`config.mk`:
```
export PLATFORM = sky130hd
export DESIGN_NAME = l2ahb_out_arb
export DESIGN_NICKNAME = d
export VERILOG_FILES = /design/src/rtl/l2ahb_pkg.sv /design/src/rtl/l2ahb_rr_pick.sv /design/src/rtl/l2ahb_out_arb.sv
export SDC_FILE = /design/constraint.sdc
export NUM_CORES = 1
export LEC_CHECK = 0
export CORE_AREA = 4 4 41 43
export DETAILED_ROUTE_END_ITERATION = 6
export DIE_AREA = 0 0 45 47
export GPL_TIMING_DRIVEN = 1
export PLACE_DENSITY = 0.84
export SLEW_MARGIN = 20
export SYNTH_ARGS = -nofsm -noshare
export SYNTH_HDL_FRONTEND = slang
export SYNTH_SLANG_ARGS = --single-unit
```
`constraint.sdc`:
```
create_clock -name HCLK -period 5.3 [get_ports HCLK]
set_input_delay 1.06 -clock HCLK [delete_from_list [all_inputs] [get_ports HCLK]]
set_output_delay 1.06 -clock HCLK [all_outputs]
set_load 0.05 [all_outputs]
```
`src/rtl/l2ahb_pkg.sv`:
```
// ---------------------------------------------------------------------------
// l2ahb_pkg
//   Shared definitions for the L2 AHB matrix: HTRANS encodings used by the
//   input decoders, the output-stage arbiters and the output-stage muxes.
// ---------------------------------------------------------------------------
package l2ahb_pkg;

    // AHB HTRANS transfer-type encodings
    localparam logic [1:0] HTRANS_IDLE   = 2'b00;
    localparam logic [1:0] HTRANS_BUSY   = 2'b01;
    localparam logic [1:0] HTRANS_NONSEQ = 2'b10;
    localparam logic [1:0] HTRANS_SEQ    = 2'b11;

endpackage

```
`src/rtl/l2ahb_rr_pick.sv`:
```
// ---------------------------------------------------------------------------
// l2ahb_rr_pick
//   Combinational round-robin picker. Searches the request vector starting
//   one position after last_grant and wrapping modulo NUM_PORTS; the first
//   requester found is returned as grant.
// Ports:
//   req        in   NUM_PORTS  request vector, one bit per input port
//   last_grant in   PORT_W     index of the most recently granted port
//   grant      out  PORT_W     chosen port (meaningful only when any=1)
//   any        out  1          at least one request is present
// ---------------------------------------------------------------------------
module l2ahb_rr_pick #(
    parameter int NUM_PORTS = 3,
    parameter int PORT_W    = 2
) (
    input  logic [NUM_PORTS-1:0] req,
    input  logic [PORT_W-1:0]    last_grant,
    output logic [PORT_W-1:0]    grant,
    output logic                 any
);

    // The search distance k runs from farthest to nearest, so the requester
    // closest after last_grant overwrites every farther one and wins.
    always_comb begin
        grant = last_grant;
        any   = |req;
        for (int k = NUM_PORTS; k >= 1; k--) begin
            for (int j = 0; j < NUM_PORTS; j++) begin
                if (req[j] && (((int'(last_grant) + k) % NUM_PORTS) == j)) begin
                    grant = PORT_W'(j);
                end
            end
        end
    end

endmodule

```
`src/rtl/l2ahb_out_arb.sv`:
```
// ---------------------------------------------------------------------------
// l2ahb_out_arb
//   Output-stage arbiter for one slave port of the L2 AHB matrix. Picks one
//   address-phase owner among the input ports with round-robin fairness,
//   keeps it through bursts (SEQ/BUSY) and locked sequences, and tracks the
//   data-phase owner one transfer behind.
// Ports:
//   HCLK          in   1            AHB system clock
//   HRESET        in   1            asynchronous reset, active-high
//   HREADYM       in   1            transfer-boundary strobe from the slave
//   sel_op        in   NUM_PORTS    per-input HSEL from each input decoder
//   trans_op      in   2*NUM_PORTS  per-input HTRANS, port i at [2i+1:2i]
//   lock_op       in   NUM_PORTS    per-input HMASTLOCK
//   active_op     out  NUM_PORTS    per-input active_dec, one-hot or zero
//   addr_in_port  out  PORT_W       owner of the current address phase
//   data_in_port  out  PORT_W       owner of the current data phase
//   no_port       out  1            no owner, output stage drives IDLE
//   slave_sel     out  1            HSEL presented to the slave
// ---------------------------------------------------------------------------
module l2ahb_out_arb
    import l2ahb_pkg::*;
#(
    parameter int NUM_PORTS = 3,
    parameter int PORT_W    = 2
) (
    input  logic                   HCLK,
    input  logic                   HRESET,
    input  logic                   HREADYM,
    input  logic [NUM_PORTS-1:0]   sel_op,
    input  logic [2*NUM_PORTS-1:0] trans_op,
    input  logic [NUM_PORTS-1:0]   lock_op,
    output logic [NUM_PORTS-1:0]   active_op,
    output logic [PORT_W-1:0]      addr_in_port,
    output logic [PORT_W-1:0]      data_in_port,
    output logic                   no_port,
    output logic                   slave_sel
);

    logic [NUM_PORTS-1:0] req;
    logic [PORT_W-1:0]    last_grant;
    logic [PORT_W-1:0]    pick_grant;
    logic                 pick_any;
    logic                 own_sel;
    logic                 own_lock;
    logic [1:0]           own_trans;
    logic                 hold;

    // Only a NONSEQ to this slave can start a new ownership; SEQ/BUSY are
    // continuations and must never steal the slave from its owner.
    always_comb begin
        for (int j = 0; j < NUM_PORTS; j++) begin
            req[j] = sel_op[j] && (trans_op[2*j +: 2] == HTRANS_NONSEQ);
        end
    end

    // Select the current owner's sel/lock/trans with a compare loop rather
    // than a variable index, so an out-of-range index can never be read.
    always_comb begin
        own_sel   = 1'b0;
        own_lock  = 1'b0;
        own_trans = HTRANS_IDLE;
        for (int j = 0; j < NUM_PORTS; j++) begin
            if (addr_in_port == PORT_W'(j)) begin
                own_sel   = sel_op[j];
                own_lock  = lock_op[j];
                own_trans = trans_op[2*j +: 2];
            end
        end
    end

    // The owner keeps the slave while it is still selecting it and is either
    // inside a burst or locked; a lock holds even across IDLE transfers.
    always_comb begin
        hold = !no_port && own_sel &&
               (own_lock || (own_trans == HTRANS_SEQ) || (own_trans == HTRANS_BUSY));
    end

    l2ahb_rr_pick #(
        .NUM_PORTS (NUM_PORTS),
        .PORT_W    (PORT_W)
    ) u_rr_pick (
        .req        (req),
        .last_grant (last_grant),
        .grant      (pick_grant),
        .any        (pick_any)
    );

    // Ownership only changes on a transfer boundary. last_grant resets to the
    // highest port so the first search starts at port 0. When nobody asks,
    // addr_in_port stays parked on the previous owner with no_port raised.
    always_ff @(posedge HCLK or posedge HRESET) begin
        if (HRESET) begin
            addr_in_port <= '0;
            data_in_port <= '0;
            no_port      <= 1'b1;
            last_grant   <= PORT_W'(NUM_PORTS - 1);
        end else if (HREADYM) begin
            data_in_port <= addr_in_port;
            if (!hold) begin
                if (pick_any) begin
                    addr_in_port <= pick_grant;
                    last_grant   <= pick_grant;
                    no_port      <= 1'b0;
                end else begin
                    no_port      <= 1'b1;
                end
            end
        end
    end

    // Decoder handshakes and slave select, derived only from registered
    // ownership plus the owner's live HSEL.
    always_comb begin
        for (int j = 0; j < NUM_PORTS; j++) begin
            active_op[j] = !no_port && (addr_in_port == PORT_W'(j));
        end
        slave_sel = !no_port && own_sel;
    end

endmodule
```
==> run summary <==
Run status: completed
Nets: 95
Largest area contributor in the synthesized netlist: dfrtp_1
Worst hold path cell count: 1
Final setup TNS: 0 ns
Slew Limit Headroom: 66.7%
Clock Path Buffers: 2
Layout cells sized above 1: 15.8%
TritonCTS clock tree: yes
Post-synthesis sequential area ratio: 30.5%
Leak pwr: 0.306 nW
RSZ-0062 raised after global routing: no
Fraction of registers with async set/reset: 100%
Detailed Routing Iterations Pass 1: 4
Worst EP arrival: 2.84 ns
Row count: 13
Post-Syn Nets: 69
Critical Path RT: 4.24 ns
Final setup vio count: 0
Gr ovfl total: 0
Switch Pwr: 0.177 mW
Leading cell types by count after synthesis: 4 x dfrtp_1, 4 x inv_1, 4 x nor2_1, 4 x nor3_1, 3 x nand4b_1
Vias: 510
Power Dens Cells: 480 mW/mm^2
Hold Crit Class: flop to flop
Synth Flop Type: dfrtp_1
Placed cell count: 88
R2r worst-path depth: 7
R2R setup slack: 3.26 ns
DRT iter0 DRCs: 8
CP max stage delay: 0.86 ns
Reg2reg end: last_grant[1]
Startpoint types: input pin
Clk slew on worst S/H paths: 0.04 ns
Post-synth EDFFs: 0
Fmax: 257 MHz
Hold violation count in the final report: 0
Total Power: 0.362 mW
I/O Pins: 24
Post-route ant nets: 0
Synthesized flop and latch total: 6
Clock insertion delay at the later pin of the skew report: 0.24 ns
Slowest-stage cell, CP: clkdlybuf4s50_1
Most used cell, CP: clkdlybuf4s50_1
Ys Warns: 0
Final period util: 73.5%
TritonCTS Buffers: 3
First-pass GRT wire length: 2.15 mm
Largest net degree at the start of global routing: 11
Clk pwr share: 11.1%
Vias in the first global route: 504
CTS sink cnt: 6
Post-CTS setup buffers: 0
Routability congestion estimate: 0.771
Final Util: 57.9%
Number of vias per cell: 5.60
Port Buf Inserts: 23
Crit path max fanout: 3
Sequential share of power: 26.0%
Buf/Inv on CP: 2
Clock root cell: clkbuf_4
Place WS: 1.40 ns
Internal power: 0.184 mW
Worst setup path start: sel_op[2]
Die area: 0.00212 sq mm
CORE AREA: 0.00130 sq mm
Worst setup margin: 1.40 ns
Synthesized area: 500 sq um
Total Wirelength: 1.30 mm
Hpwl dp: 1.07 mm
Max Slew Vio Count: 0
Max cap viols: 0
Synth Area per Inst: 9.62 sq um
Worst VDD drop: 0.304 mV
Min-delay src: data_in_port[0]
DR DRC count: 0
Slew @ Worst Pin: 0.497 ns
Cells after synthesis: 52
Number of H-tree levels: 1
Non-filler instance count after layout: 91
Reg-to-Reg Start: addr_in_port[0]
Sw Share: 49.1%
Diodes inserted: 0
WL/cell: 14.3 um
Hold buffers post-CTS: 0
Initial Util: 38.5%
Synth top area share: 20.0%
Critical path endpoint category: output port
Tmin final: 3.90 ns
Synth-to-Final Area Change: 50.5%
Largest delay share family, worst path: buffers and inverters
Critical-path cell list: clkdlybuf4s50_1, or2b_1, o32ai_2, clkdlybuf4s50_1
Hold EP: data_in_port[0]
GRT Total Usage: 14.1%
Post-CTS sizing: 0
Fillers: 128
Synth unique cells: 32
Clock skew: 0.00418 ns
Comb power frac: 62.9%
Initial antenna violation count: 0
Synth area leaders: dfrtp_1 20%, dfstp_2 11%, nand4b_1 5.2%
Die Width: 45 um
Die height: 47 um
CP Class: input pin to output port
==> power groups by stage <==
stage	logic, mW	registers (mW)	clock network [mW]
floorplan	0.131	0.126	0
global placement	0.224	0.0933	0
detailed placement	0.228	0.0951	0
CTS	0.229	0.0947	0.0414
global route	0.245	0.0985	0.0434
finish	0.227	0.0940	0.0402
==> worst max-delay path by stage <==
stage          cells after the start   endpoint
2_1_floorplan                      2  slave_sel
3_3_place_gp                       4  slave_sel
3_5_place_dp                       4  slave_sel
4_1_cts                            4  slave_sel
5_1_grt                            4  slave_sel
6_report                           4  slave_sel
==> metal layers <==
metal / GRT usage (%) / vias to the layer above / part of all wire [%]
li1: - / 247 / -
met1: 16.7 / 245 / 46
met2: 24.6 / 16 / 48
met3: 2.30 / 2 / 4.6
met4: 7.02 / 0 / 1.2
met5: 0 / - / 0
==> stage by stage <==
stage / hold WS, ns / area (sq um)
6_report: 0.513 / 753
5_1_grt: 0.539 / 753
4_1_cts: 0.514 / 753
3_5_place_dp: 0.500 / 731
3_3_place_gp: 0.493 / 731
2_1_floorplan: 0.482 / 500
==> area by class of cell <==
type / count / area [sq um] / share of cell area [%]
inverter: 4 / 15.0 / 1.99
sequential: 6 / 153 / 20.3
timing repair buffer: 23 / 230 / 30.6
clock buffer: 3 / 22.5 / 2.99
multi-input combinational: 40 / 314 / 41.7
tap: 15 / 18.8 / 2.49
==> state kept, by name, summed over array words and instances (netlist names) <==
register      flops
addr_in_port      2
data_in_port      2
last_grant        1
no_port           1
==> placed cells by master, fill, tap and decap left out, drive strengths merged <==
cell,instances
nor3,4
ha,2
a211oi,1
a41o,1
a21o,1
a32o,1
o32ai,2
a31oi,1
o31ai,1
o21ai,1
nand4b,3
mux2,2
nand2b,1
nand2,1
and3b,3
nor2,4
o21bai,1
nor4b,1
a21boi,1
nor3b,2
mux2i,1
clkdlybuf4s50,23
or2b,1
inv,4
o21a,2
dfstp,2
a21oi,2
dfrtp,4
clkbuf,3
==> worst reg2reg max path: stages, from the launching register on <==
cell,delay [ns]
dfrtp_1,0.52
inv_1,0.11
ha_1,0.39
nand4b_1,0.14
a32o_1,0.27
nor4b_1,0.29
nor3b_1,0.11
a21oi_1,0.13
==> cells by family (layout without fill, tap and decap cells) <==
group / after synthesis / after routing / synth area share, %
and+or+nand+nor: 20 / 20 / 27.3
AOI/OAI and AO/OA: 15 / 15 / 24.0
DFF: 6 / 6 / 30.5
buffers and inverters: 6 / 30 / 6.75
muxes: 3 / 3 / 6.50
adders and majority gates: 2 / 2 / 5.00
Power figures use the tool's default switching activity.
